### config.mk
export PLATFORM = sky130hd
export DESIGN_NAME = rom_load_sequencer
export DESIGN_NICKNAME = d
export VERILOG_FILES = /design/src/rtl/rom_load_sequencer.sv
export SDC_FILE = /design/constraint.sdc
export NUM_CORES = 1
export LEC_CHECK = 0
export ABC_AREA = 1
export BUFFER_PORTS_ARGS = -buffer_cell sky130_fd_sc_hd__buf_2
export CAP_MARGIN = 15
export CORE_ASPECT_RATIO = 0.7
export CORE_UTILIZATION = 55
export CTS_CLUSTER_SIZE = 8
export DETAILED_ROUTE_END_ITERATION = 10
export PLACE_DENSITY_LB_ADDON = 0.15
export SYNTH_ARGS = -nofsm -noshare
export SYNTH_HDL_FRONTEND = slang
export SYNTH_SLANG_ARGS = --single-unit
### constraint.sdc
create_clock -name clk_49m -period 3.2 [get_ports clk_49m]
set_input_delay 0.8 -clock clk_49m [delete_from_list [all_inputs] [get_ports clk_49m]]
set_output_delay 0.8 -clock clk_49m [all_outputs]
set_load 0.05 [all_outputs]
### src/rtl/rom_load_sequencer.sv
// rom_load_sequencer: routes the ioctl ROM download to the Tutankham boards and holds PCB reset until both images verify
module rom_load_sequencer #(
  parameter logic [24:0] CPU_SIZE = 25'h0F000,
  parameter logic [24:0] SND_SIZE = 25'h02000,
  parameter int RELEASE_CYCLES = 16
) (
  input  logic        clk_49m,
  input  logic        reset,
  input  logic        ioctl_download,
  input  logic [7:0]  ioctl_index,
  input  logic [24:0] ioctl_addr,
  input  logic [7:0]  ioctl_data,
  input  logic        ioctl_wr,
  output logic [24:0] rom_addr,
  output logic [7:0]  rom_data,
  output logic        wr_cpu,
  output logic        wr_snd,
  output logic        pcb_hold,
  output logic        load_done,
  output logic        size_err
);
  localparam int RW = $clog2(RELEASE_CYCLES + 1);
  typedef enum logic [2:0] {IDLE, LOAD, CHECK, RELEASE, RUN} state_t;
  state_t state, state_nxt;
  logic dl_q, rng_err, rise, fall, is_cpu, is_snd, ld_wr, acc_cpu, acc_snd, chk_img, img_ok;
  logic [7:0] idx_q;
  logic [24:0] cnt;
  logic [1:0] valid, valid_nxt;
  logic [RW-1:0] rel_cnt;
  always_comb begin
    rise = ioctl_download && !dl_q;
    fall = !ioctl_download && dl_q;
    is_cpu = idx_q == 8'd0;
    is_snd = idx_q == 8'd1;
    ld_wr = state == LOAD && ioctl_wr && (is_cpu || is_snd);
    acc_cpu = ld_wr && is_cpu && ioctl_addr < CPU_SIZE;
    acc_snd = ld_wr && is_snd && ioctl_addr < SND_SIZE;
    chk_img = state == CHECK && (is_cpu || is_snd);
    img_ok = cnt == (is_cpu ? CPU_SIZE : SND_SIZE) && !rng_err;
    valid_nxt = valid | {chk_img && img_ok && is_snd, chk_img && img_ok && is_cpu};
  end
  always_comb begin
    state_nxt = rise ? LOAD :
                (state == LOAD && fall) ? CHECK :
                (state == CHECK) ? (&valid_nxt ? RELEASE : IDLE) :
                (state == RELEASE && rel_cnt == RW'(RELEASE_CYCLES - 1)) ? RUN : state;
    pcb_hold = state != RUN;
    load_done = state == RUN;
  end
  always_ff @(posedge clk_49m or negedge reset)
    if (!reset) state <= IDLE;
    else state <= state_nxt;
  always_ff @(posedge clk_49m or negedge reset)
    if (!reset) begin
      dl_q <= 1'b0;
      idx_q <= '0;
      cnt <= '0;
      rng_err <= 1'b0;
      valid <= '0;
      size_err <= 1'b0;
      rel_cnt <= '0;
      wr_cpu <= 1'b0;
      wr_snd <= 1'b0;
      rom_addr <= '0;
      rom_data <= '0;
    end else begin
      dl_q <= ioctl_download;
      wr_cpu <= acc_cpu;
      wr_snd <= acc_snd;
      if (acc_cpu || acc_snd) begin
        rom_addr <= ioctl_addr;
        rom_data <= ioctl_data;
      end
      rel_cnt <= state == RELEASE ? rel_cnt + 1'b1 : '0;
      if (rise) begin
        idx_q <= ioctl_index;
        cnt <= '0;
        rng_err <= 1'b0;
        valid <= valid & ~{ioctl_index == 8'd1, ioctl_index == 8'd0};
      end else begin
        valid <= valid_nxt;
        if (ld_wr) begin
          cnt <= &cnt ? cnt : cnt + 25'd1;
          rng_err <= rng_err || !(acc_cpu || acc_snd);
        end
        if (chk_img) size_err <= !img_ok;
      end
    end
endmodule

==> summary.md <==
| Metric | Value |
|---|---|
| Status | finished clean |
| Worst Path Required | 3.45 ns |
| CTS resizes | 0 |
| Clock sinks | 81 |
| Tot GR Track Use | 0.264 |
| Mapped Nets | 571 |
| Largest area contributor in the netlist | dfrtp_1 |
| Commonest cells post-synth | nand2_1, dfrtp_1, nor2_1, inv_1, nand3_1 |
| Avg Cell Area, Syn | 7.86 µm² |
| Slew HR | 0.308 |
| Yosys Warn Count | 0 |
| Fin crit share | 0.748 |
| # setup viols final | 0 |
| Synth Flop Type | dfrtp_1 |
| Top post-synthesis cells by area | dfrtp_1, nand2_1, nand3_1 |
| CP Capture Type | flop |
| Vert. Die Dim | 74.3 µm |
| CTS tree | yes |
| Placed cell areas | 4570 µm² |
| Routability Congestion | 0.981 |
| Vias in the first global route | 3,410 |
| Syn Inst Count | 522 |
| Min Tclk post-route | 2.39 ns |
| Setup ws final | 0.807 ns |
| Clock tree buffer depth | 2 |
| Worst vdd ir | 0.345 mV |
| Initial antenna violation count | 0 |
| Die Footprint | 7810 µm² |
| Flops & latches, synth | 81 |
| RSZ-0062 raised after global routing | no |
| Setup bufs post-CTS | 0 |
| Placement Rows | 25 |
| Max frequency | 418 MHz |
| Router iterations before antenna repair | 5 |
| Min-Delay Path Depth | 1 |
| Crit-path max FO | 21 |
| Syn-to-layout area delta | 15.9% |
| Post-placement cell count | 684 |
| Htree depth | 3 |
| Worst Skew | 0.00682 ns |
| Dpl ws | 0.776 ns |
| Clock-pin slew on the worst setup and hold paths | 0.08 ns |
| PD cells | 489 nW/µm² |
| Leakage power total | 2.51 nW |
| Setup_tns | 0 ns |
| Core ar. | 6980 µm² |
| Final Hold Vio Count | 0 |
| Min-Delay Path Class | reg2reg |
| Non-filler cells, final | 698 |
| Die W | 105 µm |
| Clock latency on the worst-skew pair | 0.35 ns |
| Global-route wire length before repair | 15,900 µm |
| Vias after detailed routing | 3,666 |
| Hold buffer count at CTS | 0 |
| Startpoint Class | flop |
| Top-count cell post-synth | nand2_1 |
| Top cell type's share of synthesized area | 0.494 |
| TritonCTS buffer count | 9 |
| Total Wirelength | 9780 µm |
| WL/cell | 14.0 µm |
| DRC errors left | 0 |
| Clock root buffer master | clkbuf_8 |
| I/O Pins | 83 |
| Total power | 2.32 mW |
| Post-DP HPWL | 6940 µm |
| Port bufs | 82 |
| Mapped Area | 4100 µm² |
| Max-Cap Viols | 0 |
| Final Instance Area | 4750 µm² |
| Number of synthesized flops with an enable pin | 0 |
| Worst-Margin Slew | 1.04 ns |
| Synth async-reset ratio | 1.00 |
| Iter 0 DRT Violations | 242 |
| Worst Path Arrival | 2.64 ns |
| Largest net degree at the start of global routing | 82 |
| Slew Viols, Final | 0 |
| Share of cells above drive strength 1 | 0.214 |
| Starting Density | 0.588 |
| Post-synth cell types | 33 |
| Reg2reg path depth | 12 |
| Diodes inserted | 0 |
| Seq/Total Area, Yosys | 0.494 |
| DR vias/cell | 5.25 |
| Antenna Nets Post-Route | 0 |
| Nets | 650 |
| CP Class | reg2reg |
| Grt total ovfl | 0 |
cell families after synthesis:
logic type / count (synthesis) / synth area share
simple gates: 309 / 0.339
compound gates: 39 / 0.0537
buf+inv: 79 / 0.0796
fa+ha+maj: 4 / 0.0122
mux: 1 / 0.00274
flops: 81 / 0.494
xor+xnor: 9 / 0.0192
critical path, cell delays in order (launching register included):
cell	delay (ns)
dfrtp_1	0.44
ha_1	0.22
inv_1	0.10
nor3_2	0.26
nand2_1	0.17
nor2_2	0.16
nand3_1	0.11
o21ai_2	0.24
inv_2	0.29
nand2_1	0.15
nand2_1	0.06
nand2_1	0.05
nor2_1	0.04
layout by cell type, fill, tap and decap left out, types with 12 or more instances in the layout:
master and count:
nor2_1 62, nor3_1 16, o21ai_0 14, nand2_1 135
nand2_2 12, nand4_1 15, dfrtp_1 81, nand3_1 51
buf_2 81, inv_1 58
metrics by stage:
step / util / hold WS (ns)
finish: 0.681 / 0.465
global placement: 0.655 / 0.446
detailed placement: 0.655 / 0.459
floorplan: - / 0.430
CTS: 0.681 / 0.470
global route: 0.681 / 0.488
path summary, 6_finish.rpt:
check | start | end | slack [ns]
setup / recovery | cnt[0]$_DFFE_PN0P_ | cnt[4]$_DFFE_PN0P_ | 0.81
hold / removal | rel_cnt[0]$_DFF_PN0_ | rel_cnt[0]$_DFF_PN0_ | 0.47
setup reg to reg | cnt[0]$_DFFE_PN0P_ | cnt[4]$_DFFE_PN0P_ | 0.81
hold reg to reg | rel_cnt[0]$_DFF_PN0_ | rel_cnt[0]$_DFF_PN0_ | 0.47
max in group asynchronous | reset | rom_addr[17]$_DFFE_PN0N_ | 1.90
min in group asynchronous | reset | cnt[5]$_DFFE_PN0P_ | 0.57
routing by layer:
layer | part of all wire | global-route usage | up-vias
li1 | - | - | 1832
met1 | 0.47 | 0.370 | 1688
met2 | 0.44 | 0.410 | 134
met3 | 0.070 | 0.0692 | 12
met4 | 0.013 | 0.0782 | 0
met5 | 0 | 0 | -
report_power, final:
part | internal, mW | switching, mW | total (mW)
registers | 1.10 | 0.0901 | 1.19
clock network | 0.372 | 0.358 | 0.730
logic | 0.135 | 0.263 | 0.398
layout make-up:
| class | instances | area, µm² |
|---|---|---|
| tap | 94 | 118 |
| inverter | 60 | 225 |
| clock buffer | 11 | 141 |
| clock inverter | 3 | 42.5 |
| multi-input combinational | 362 | 1750 |
| timing repair buffer | 87 | 450 |
| fill | 623 | 2220 |
| sequential | 81 | 2030 |
registers in the layout, indices dropped and copies added (netlist names):
| name | flops |
|---|---|
| cnt | 25 |
| dl_q | 1 |
| idx_q | 8 |
| rel_cnt | 5 |
| rng_err | 1 |
| rom_addr | 25 |
| rom_data | 8 |
| size_err | 1 |
| state | 3 |
| valid | 2 |
| wr_cpu | 1 |
| wr_snd | 1 |
Power figures use the tool's default switching activity.
